## src/rtl/hamming74_rx_decoder.sv

```systemverilog
// hamming74_rx_decoder
//   Takes each Hamming(7,4) codeword from the UART receiver on the rising edge of its
//   level-type valid flag. The codeword is registered, then decoded one ena-cycle later:
//   the syndrome is computed, any single-bit error is corrected, and {corrected, nibble}
//   is pushed into a small output FIFO. The FIFO drains through a valid/ready handshake.
//   A saturating counter tracks corrected words, and a sticky flag records any word that
//   was dropped because the FIFO was full.
//
// Ports
//   clk            in   system clock
//   rst_n          in   asynchronous active-low reset
//   ena            in   clock enable; no state changes (including pops) while low
//   code_in        in   [6:0] codeword, bit0 = Hamming position 1
//   code_valid     in   level valid from the receiver, held until the next frame
//   stats_clr      in   synchronous clear of corr_count and overflow (qualified by ena)
//   data_out       out  [3:0] FIFO head nibble {d4,d3,d2,d1}
//   data_corrected out  FIFO head was corrected
//   out_valid      out  FIFO non-empty
//   out_ready      in   downstream accepts the head entry
//   corr_count     out  [CNT_W-1:0] number of corrected words pushed, saturating
//   overflow       out  sticky: a decoded word was dropped on a full FIFO
module hamming74_rx_decoder #(
    parameter int unsigned FIFO_DEPTH = 4,
    parameter int unsigned CNT_W      = 8
) (
    input  logic             clk,
    input  logic             rst_n,
    input  logic             ena,
    input  logic [6:0]       code_in,
    input  logic             code_valid,
    input  logic             stats_clr,
    output logic [3:0]       data_out,
    output logic             data_corrected,
    output logic             out_valid,
    input  logic             out_ready,
    output logic [CNT_W-1:0] corr_count,
    output logic             overflow
);

    localparam int unsigned PtrW = (FIFO_DEPTH > 1) ? $clog2(FIFO_DEPTH) : 1;
    localparam int unsigned CntW = PtrW + 1;
    localparam logic [CntW-1:0] FullCount = CntW'(FIFO_DEPTH);

    // Edge detect and capture stage
    logic       cv_q;
    logic [6:0] cw_q;
    logic       stg_v_q;
    logic       capture;

    // Decode
    logic [2:0] syn;
    logic [6:0] cw_fix;
    logic [3:0] nibble;
    logic       corrected;

    // FIFO
    logic [4:0]      mem_q [FIFO_DEPTH];
    logic [PtrW-1:0] wr_ptr_q;
    logic [PtrW-1:0] rd_ptr_q;
    logic [CntW-1:0] count_q;
    logic            push;
    logic            pop;
    logic            full;
    logic            push_ok;
    logic            drop;

    // Statistics
    logic [CNT_W-1:0] corr_count_q;
    logic             overflow_q;

    assign capture = ena & code_valid & ~cv_q;

    always_ff @(posedge clk or negedge rst_n) begin
        if (!rst_n) begin
            cv_q    <= 1'b0;
            cw_q    <= 7'd0;
            stg_v_q <= 1'b0;
        end else if (ena) begin
            cv_q    <= code_valid;
            stg_v_q <= capture;
            if (capture) begin
                cw_q <= code_in;
            end
        end
    end

    // Syndrome value s names the erroneous Hamming position; position p lives in bit p-1.
    always_comb begin
        syn[0] = ^{cw_q[0], cw_q[2], cw_q[4], cw_q[6]};
        syn[1] = ^{cw_q[1], cw_q[2], cw_q[5], cw_q[6]};
        syn[2] = ^{cw_q[3], cw_q[4], cw_q[5], cw_q[6]};
        for (int i = 0; i < 7; i++) begin
            cw_fix[i] = cw_q[i] ^ (syn == 3'(i + 1));
        end
        nibble    = {cw_fix[6], cw_fix[5], cw_fix[4], cw_fix[2]};
        corrected = (syn != 3'd0);
    end

    always_comb begin
        full    = (count_q == FullCount);
        pop     = ena & (count_q != '0) & out_ready;
        push    = ena & stg_v_q;
        // A full FIFO still accepts a push when the head leaves in the same cycle.
        push_ok = push & (~full | pop);
        drop    = push & full & ~pop;
    end

    always_ff @(posedge clk or negedge rst_n) begin
        if (!rst_n) begin
            for (int i = 0; i < int'(FIFO_DEPTH); i++) begin
                mem_q[i] <= 5'd0;
            end
            wr_ptr_q <= '0;
            rd_ptr_q <= '0;
            count_q  <= '0;
        end else begin
            if (push_ok) begin
                mem_q[wr_ptr_q] <= {corrected, nibble};
                wr_ptr_q        <= wr_ptr_q + 1'b1;
            end
            if (pop) begin
                rd_ptr_q <= rd_ptr_q + 1'b1;
            end
            unique case ({push_ok, pop})
                2'b10:   count_q <= count_q + 1'b1;
                2'b01:   count_q <= count_q - 1'b1;
                default: count_q <= count_q;
            endcase
        end
    end

    always_ff @(posedge clk or negedge rst_n) begin
        if (!rst_n) begin
            corr_count_q <= '0;
            overflow_q   <= 1'b0;
        end else if (ena) begin
            if (stats_clr) begin
                corr_count_q <= '0;
                overflow_q   <= 1'b0;
            end else begin
                if (push_ok && corrected && (corr_count_q != '1)) begin
                    corr_count_q <= corr_count_q + 1'b1;
                end
                if (drop) begin
                    overflow_q <= 1'b1;
                end
            end
        end
    end

    assign data_out       = mem_q[rd_ptr_q][3:0];
    assign data_corrected = mem_q[rd_ptr_q][4];
    assign out_valid      = (count_q != '0);
    assign corr_count     = corr_count_q;
    assign overflow       = overflow_q;

endmodule

```

## config.mk

```make
export PLATFORM = sky130hd
export DESIGN_NAME = hamming74_rx_decoder
export DESIGN_NICKNAME = d
export VERILOG_FILES = /design/src/rtl/hamming74_rx_decoder.sv
export SDC_FILE = /design/constraint.sdc
export NUM_CORES = 1
export LEC_CHECK = 0
export ABC_AREA = 1
export ABC_CLOCK_PERIOD_IN_PS = 4400
export BUFFER_PORTS_ARGS = -buffer_cell sky130_fd_sc_hd__buf_2
export CAP_MARGIN = 20
export CORE_ASPECT_RATIO = 0.7
export CORE_UTILIZATION = 55
export DETAILED_ROUTE_END_ITERATION = 8
export PLACE_DENSITY = 0.82
export SLEW_MARGIN = 20
export SYNTH_ARGS = -nofsm -noshare
export SYNTH_HDL_FRONTEND = slang
export SYNTH_SLANG_ARGS = --single-unit
```

## constraint.sdc

```tcl
create_clock -name clk -period 4.4 [get_ports clk]
set_input_delay 1.1 -clock clk [delete_from_list [all_inputs] [get_ports clk]]
set_output_delay 1.1 -clock clk [all_outputs]
set_load 0.01 [all_outputs]
```

==> key figures, run 1 <==
Die
  – Core footprint: about 4400 um^2
  – Height of the chip: 58.4 um
  – Die area: about 4800 um^2
  – Number of ports placed on the die boundary: 28
  – Num rows: 20
  – Starting density of the core: 57.5%
  – Die W: 82.6 um

Clocking
  – CTS tree: yes
  – Sinks on the clock net: 45
  – CTS-repair resized insts: 0
  – Clk_lat worst skew: approximately 290 ps
  – Depth of the CTS H-tree: 2
  – Number of buffers inserted during clock tree synthesis: 5
  – Hold-fix buffer count after cts: 0
  – Maximum count of clock buffers along a single path: 2
  – Clock transition at the registers of the reported paths: roughly 80 ps
  – Clock Root Buffer: clkbuf_8
  – Post CTS Setup Buffer Count: 0

Placement
  – Post-Place Cell Area: 2700 um^2
  – Final weighted congestion in routability-driven placement: 0.853
  – DPL Wire Length: 3.85 mm
  – Number of buffers added on ports: 27

Synthesis
  – Yosys top cell area share: 45.0%
  – Largest family of logic cells by synthesized area: simple AND/OR/NAND/NOR gates
  – Number of storage elements in the synthesis netlist: 45
  – Post-synthesis xor/xnor area fraction: under 10%
  – Number of distinct library cells after synthesis: 26
  – Mapped cell area: around 2500 um^2
  – Dominant cell type by area after synthesis: dfrtp_1
  – Compound-Gate Fraction of Synth Area: under 10%
  – Most common library cells after synthesis: nand2_1, dfrtp_1, nor2_1
  – Fraction of synthesis flops using an asynchronous set or reset pin: 100%
  – Number of nets in the synthesized netlist: roughly 350
  – Most instantiated flip-flop cell in the synthesis netlist: dfrtp_1
  – Adder and majority cell fraction of the synthesized area: 3.80%
  – Part of the Yosys area used for sequential elements: 45.0%
  – Post-synthesis simple-gate area fraction: a little over a third
  – Most numerous cell in the Yosys netlist: nand2_1
  – Top area cells in the synthesized netlist: dfrtp_1, nand2_1, nand2_2, nor2_1, inv_1
  – Number of enable-type register cells in the synthesized netlist: 0
  – Proportion of synthesized area in mux cells: 0%
  – Yosys Warn Count: 0
  – Post-Synthesis Cells: 329
  – Syn_area_per_cell: 7.61 um^2

STA
  – Final-report max-slew violation count: 0
  – Setup repair after global routing missed its margin: false
  – Largest clock skew in the final design: approximately 5 ps
  – Period utilisation layout: 61.6%
  – Setup TNS: 0 ps
  – Slew of the pin with the lowest slew margin: about 560 ps
  – Worst hold slack after final layout: 483 ps
  – Relative max-transition margin: a little over three fifths
  – Final-report setup violation count: 0
  – Highest attainable clock frequency: between 300 and 400 MHz
  – Post-route minimum period: around 2700 ps
  – Count of endpoints failing hold in the final timing report: 0

Detailed routing
  – Vias post-DR: between 2000 and 2500
  – Number of DRC markers in iteration 0: about 120
  – Pre-Repair DR Iteration Count: 4
  – Number of nets with antenna violations after detailed routing: 0
  – Via-to-Cell Ratio: 5.05
  – DRC errors left: 0
  – Average wire length per cell after detail routing: about 12 um
  – Total wire length after detailed routing: 5.00 mm

Worst setup path
  – Worst setup path category: reg2out
  – Kind of end point of the critical path: output pin
  – Highest fanout seen on the critical path: 12
  – Critical Path Start Type: flip-flop
  – Crit path required time: about 3300 ps
  – Critical Path AT: ~1600 ps

Flow run
  – Max_cap viols: 0

Finish
  – Synth-to-Final Area Change: 11.1%
  – N_diodes: 0
  – Layout cell share with drive strength beyond 1: a little over a fifth
  – Final layout net count: 380
  – Post-route cell area: between 2000 and 3000 um^2

GRT
  – Pin count of the biggest net entering global routing: 46
  – Antenna violations before repair: 0
  – Final global-route overflow total: 0
  – Vias in the first global route: around 1900
  – Wire length of the first global-routing pass: around 8.5 mm
  – GR Util All Layers: about a quarter

Power
  – LEAKAGE: around 0.0015 uW
  – Peak supply drop: ~0.4 mV
  – Cell Pwr Density: around 570 nW/um^2

Status
  – Result of the run: completed

Hold path
  – Worst min-delay path category: reg2reg
## metrics by stage
stage	util (%)	worst slack, ps	power [uW]	instances
after floorplan	-	2010	1130	329
after global placement	61.9	1800	1300	408
after detailed placement	61.9	1700	1330	408
after CTS	63.8	1720	1580	416
after global routing	63.9	1540	1720	416
final	63.9	1690	1570	416
## where the power goes
group	switching, uW	internal (uW)
Combinational	404	242
Sequential	122	557
Clock	138	110
Total	664	909
## final cells by class
class | instances | area, um^2
sequential | 45 | 1130
timing repair buffer | 27 | 138
tap | 55 | 68.8
inverter | 36 | 143
clock buffer | 6 | 72.6
fill | 392 | 1570
multi-input combinational | 245 | 1220
clock inverter | 2 | 10.0
## metal layers
metal  vias to the layer above  wire (um)  part of all wire, %  track usage (%)
li1                       1096          -                    -                -
met1                       950       2600                   52             37.2
met2                        51       2100                   42             34.5
met3                         4        277                  5.5             5.12
met4                         0         23                 0.46             3.69
met5                         -          0                    0                0
## worst paths after layout
check,startpoint,slack (ps),to,depth (start not counted)
worst min register to register,mem_q[8],480,mem_q[8],2
worst max register to register,count_q[0],2380,count_q[2],11
max in group asynchronous,rst_n,3230,overflow,1
worst min-delay path,mem_q[8],480,mem_q[8],2
min in group asynchronous,rst_n,790,mem_q[0],1
worst max-delay path,rd_ptr_q[0],1690,data_out[3],4
## cell families after synthesis
family | count (synthesis)
and+or+nand+nor | 198
DFF | 45
buffers and inverters | 39
AOI/OAI and AO/OA | 36
adders and majority gates | 7
xor gates and xnor gates | 4
## critical path: stages (launching register included)
cell,delay (ps)
dfrtp_1,590
inv_1,270
o21ai_0,200
o22ai_1,110
buf_2,150
## registers in the layout, indices dropped and copies added, names as in the netlist
| signal | count |
|---|---|
| cv_q | 1 |
| mem_q | 20 |
| stg_v_q | 1 |
| rd_ptr_q | 2 |
| count_q | 3 |
| wr_ptr_q | 2 |
| corr_count | 8 |
| cw_q | 7 |
| overflow | 1 |
## cell usage in the layout (no fill, tap or decap), drive strengths merged
master | synthesis | routed
nand2 | 140 | 140
o22ai | 5 | 5
dfrtp | 45 | 45
clkinv | 1 | 3
nand4 | 2 | 2
fa | 1 | 1
nor2 | 32 | 32
ha | 6 | 6
inv | 35 | 35
nand3 | 19 | 19
buf | 0 | 27
nor3 | 5 | 5
o21ai | 19 | 19
xor2 | 3 | 3
o21a | 1 | 1
xnor2 | 1 | 1
a21oi | 11 | 11
clkbuf | 3 | 6
No activity file was read; power rests on OpenSTA's default activity.
==> run 2, diff against run 1 <==
Settings changed: ABC_AREA 1 to 0, ABC_CLOCK_PERIOD_IN_PS 4400 to 2400, CORE_UTILIZATION 55 to 52, PLACE_DENSITY 0.82 to 0.81.
Clock period 4.4 ns to 2.4 ns, I/O delays scaled along.
==> run 2 against run 1 <==
Effect of this change:
- clock-buffer cell count grew 2
- final area shrank 3.5%
- global-route usage shrank 2.7 points
- synthesized cell count shrank 34%
- sequential cell count is the same
- total power grew 85%
- first-iteration DRC count shrank 43%
- die area grew 1.4%
- routed wire length shrank 8.1%
- hold slack lost 230 ps
- utilization shrank 2.6 points
- area after synthesis shrank 4.0%
- critical endpoint is now data_out[1]
==> key figures, run 2 <==
Power
  – Combinational fraction of design power: 39.7% (-1.3 points)
  – Internal: 1810 uW (+99%)
  – Clock network fraction of design power: 15.5% (-0.3 points)
  – Proportion of power drawn by flip-flops and latches: 44.8% (+1.6 points)
  – LEAKAGE: 0.00126 uW (-16%)
  – Overall power after layout: 2900 uW (+85%)
  – Cell Pwr Density: 1080 nW/um^2 (+91%)
  – Switch Pwr: 1100 uW (+65%)
  – Peak supply drop: 0.586 mV (+47%)
  – Switching part of the total: 37.7% (-4.5 points)

Flow run
  – Max_cap viols: 0 (unchanged)

Worst setup path
  – Kind of end point of the critical path: output pin
  – Critical Path AT: 1620 ps (about the same)
  – Crit path required time: 1800 ps (-1500 ps)
  – Highest fanout seen on the critical path: 7 (-5)
  – Worst setup path category: reg2out
  – Cell-by-cell listing of the critical path: mux4_2 > buf_2
  – CP top delay family: flip-flops
  – CP max stage delay: 610 ps (+20 ps)
  – Internal reg-to-reg setup slack: 210 ps (-2170 ps)
  – Buf+Inv Stages, Crit Path: 1 (-1)
  – CP max-delay cell: dfrtp_1
  – Critical Path Start Type: flip-flop

Synthesis
  – Dominant cell type by area after synthesis: dfrtp_1
  – Number of enable-type register cells in the synthesized netlist: 0 (unchanged)
  – Most numerous cell in the Yosys netlist: dfrtp_1
  – Most instantiated flip-flop cell in the synthesis netlist: dfrtp_1
  – Part of the Yosys area used for sequential elements: 46.9% (+1.9 points)
  – Yosys Warn Count: 0 (unchanged)
  – Most common library cells after synthesis: dfrtp_1, nand2_1, o21ai_0
  – Post-Synthesis Cells: 217 (-34%)
  – Number of distinct library cells after synthesis: 48 (+85%)
  – Number of storage elements in the synthesis netlist: 45 (unchanged)
  – Top area cells in the synthesized netlist: dfrtp_1, mux2_2, mux4_2, o21ai_0, nand2_1
  – Number of nets in the synthesized netlist: 237 (-32%)
  – Mapped cell area: 2400 um^2 (-4.0%)
  – Fraction of synthesis flops using an asynchronous set or reset pin: 100% (unchanged)
  – Syn_area_per_cell: 11.1 um^2 (+45%)
  – Yosys top cell area share: 46.9% (+1.9 points)

Die
  – Core footprint: 4380 um^2 (+0.57%)
  – Num rows: 20 (unchanged)
  – Number of ports placed on the die boundary: 28 (unchanged)
  – Die area: 4900 um^2 (+1.4%)
  – Die W: 83.2 um (+0.72%)
  – Starting density of the core: 54.8% (-2.6 points)
  – Height of the chip: 58.9 um (+0.71%)

Finish
  – Most flops, register: mem_q
  – Area taken by multi-input logic gates: 1190 um^2 (-2.3%)
  – Final layout net count: 270 (-29%)
  – Synth-to-Final Area Change: 11.8%
  – Leading cell type in the layout, fill and taps excluded: dfrtp_1
  – N_diodes: 0 (unchanged)
  – Flip-flop count of the largest register, all copies and words added: 20 (unchanged)
  – Filler cells: 362 (-7.7%)
  – Layout cell share with drive strength beyond 1: 29.1% (+8.0 points)
  – Most used cells in the layout excluding fill and tap cells: dfrtp_1, nand2_1, buf_2
  – Seq. cell area: 1130 um^2 (unchanged)

Placement
  – Final weighted congestion in routability-driven placement: 0.810 (-5.1%)
  – DPL Wire Length: 3.46 mm (-9.9%)
  – Number of buffers added on ports: 27 (unchanged)

Clocking
  – CTS tree: yes
  – Clock transition at the registers of the reported paths: 80 ps (about the same)
  – Hold-fix buffer count after cts: 0 (unchanged)
  – Number of buffers inserted during clock tree synthesis: 5 (unchanged)
  – Depth of the CTS H-tree: 2 (unchanged)
  – Maximum count of clock buffers along a single path: 2 (unchanged)
  – Clk_lat worst skew: 300 ps (about the same)
  – CTS-repair resized insts: 0 (unchanged)
  – Post CTS Setup Buffer Count: 0 (unchanged)
  – Clock Root Buffer: clkbuf_8
  – Sinks on the clock net: 45 (unchanged)

GRT
  – Pin count of the biggest net entering global routing: 23 (-50%)
  – Vias in the first global route: 1674 (-10%)
  – GR Util All Layers: 21.0% (-2.7 points)
  – Wire length of the first global-routing pass: 7.83 mm (-8.2%)
  – Antenna violations before repair: 0 (unchanged)
  – Final global-route overflow total: 0 (unchanged)

STA
  – Slew of the pin with the lowest slew margin: 544 ps (-13.5 ps)
  – Count of endpoints failing hold in the final timing report: 0 (unchanged)
  – Setup repair after global routing missed its margin: false
  – Final-report setup violation count: 0 (unchanged)
  – Largest clock skew in the final design: 3.84 ps (-1.16 ps)
  – Final-report max-slew violation count: 0 (unchanged)
  – Relative max-transition margin: 63.7% (+0.83 points)
  – Setup TNS: 0 ps (unchanged)
  – Period utilisation layout: 92.3%
  – Post-route minimum period: ~2200 ps
  – Highest attainable clock frequency: 451 MHz

Detailed routing
  – Vias post-DR: 1703 (-19%)
  – DRC errors left: 0 (unchanged)
  – Average wire length per cell after detail routing: 15.0 um (+25%)
  – Pre-Repair DR Iteration Count: 4 (unchanged)
  – Number of nets with antenna violations after detailed routing: 0 (unchanged)
  – Total wire length after detailed routing: 4.59 mm (-8.1%)
  – Via-to-Cell Ratio: 5.57 (+10%)
  – Number of DRC markers in iteration 0: 67 (-43%)

Status
  – Result of the run: completed

Hold path
  – Worst min-delay path category: in2async
-- run 2: path summary, 6_finish.rpt --
check	cells past startpoint	end	from
max	2	data_out[1]	rd_ptr_q[0]
min	1	mem_q[3]	rst_n
max reg2reg	6	corr_count[7]	corr_count[0]
min reg2reg	2	mem_q[19]	mem_q[19]
max in group asynchronous	2	corr_count[2]	rst_n
min in group clk	2	mem_q[19]	mem_q[19]
-- run 2: through the flow --
step                area, um^2  cells  hold WS (ps)  worst slack (ps)  utilization [%]
global route              2680    306           294              6.59             61.3
floorplan                 2400    217           304               197                -
finish                    2680    306           255               184             61.3
CTS                       2680    306           275               129             61.3
detailed placement        2600    298           472               135             59.5
global placement          2600    298           457               248             59.5
-- run 2: layer usage --
metal | global-route usage (%) | up-vias | routed length [um]
met5 | 0 | - | 0
li1 | - | 844 | -
met2 | 33.6 | 34 | 2090
met1 | 27.2 | 818 | 2210
met4 | 9.61 | 0 | 78
met3 | 5.89 | 7 | 205
-- run 2: cell type report --
cell class | count | area share (%)
Multi-Input combinational cell | 156 | 44.5
Timing Repair Buffer | 33 | 6.71
Clock buffer | 8 | 2.98
Sequential cell | 45 | 42.0
Inverter | 9 | 1.26
Tap cell | 55 | 2.56
-- run 2: logic make-up after synthesis --
kind of cell    after synthesis  share of synthesized area [%]
compound gates               38                           9.69
xor+xnor                     17                           7.14
fa+ha+maj                     7                           3.96
buf+inv                      16                           3.33
flops                        45                           46.9
mux                          22                           12.6
simple gates                 72                           16.4
-- run 2: power by group through the flow --
stage | clock network [uW] | logic [uW] | registers, uW
floorplan | 0 | 930 | 1200
global placement | 0 | 1100 | 1300
detailed placement | 0 | 1160 | 1320
CTS | 465 | 1170 | 1310
global route | 499 | 1290 | 1350
finish | 451 | 1150 | 1300
-- run 2: worst register-to-register path: stages (launching register included) --
cell and delay (ps):
dfrtp_1 440, ha_1 280, and3_1 210, a211oi_2 510, nand3_1 180, nand2b_1 180
a221o_1 290
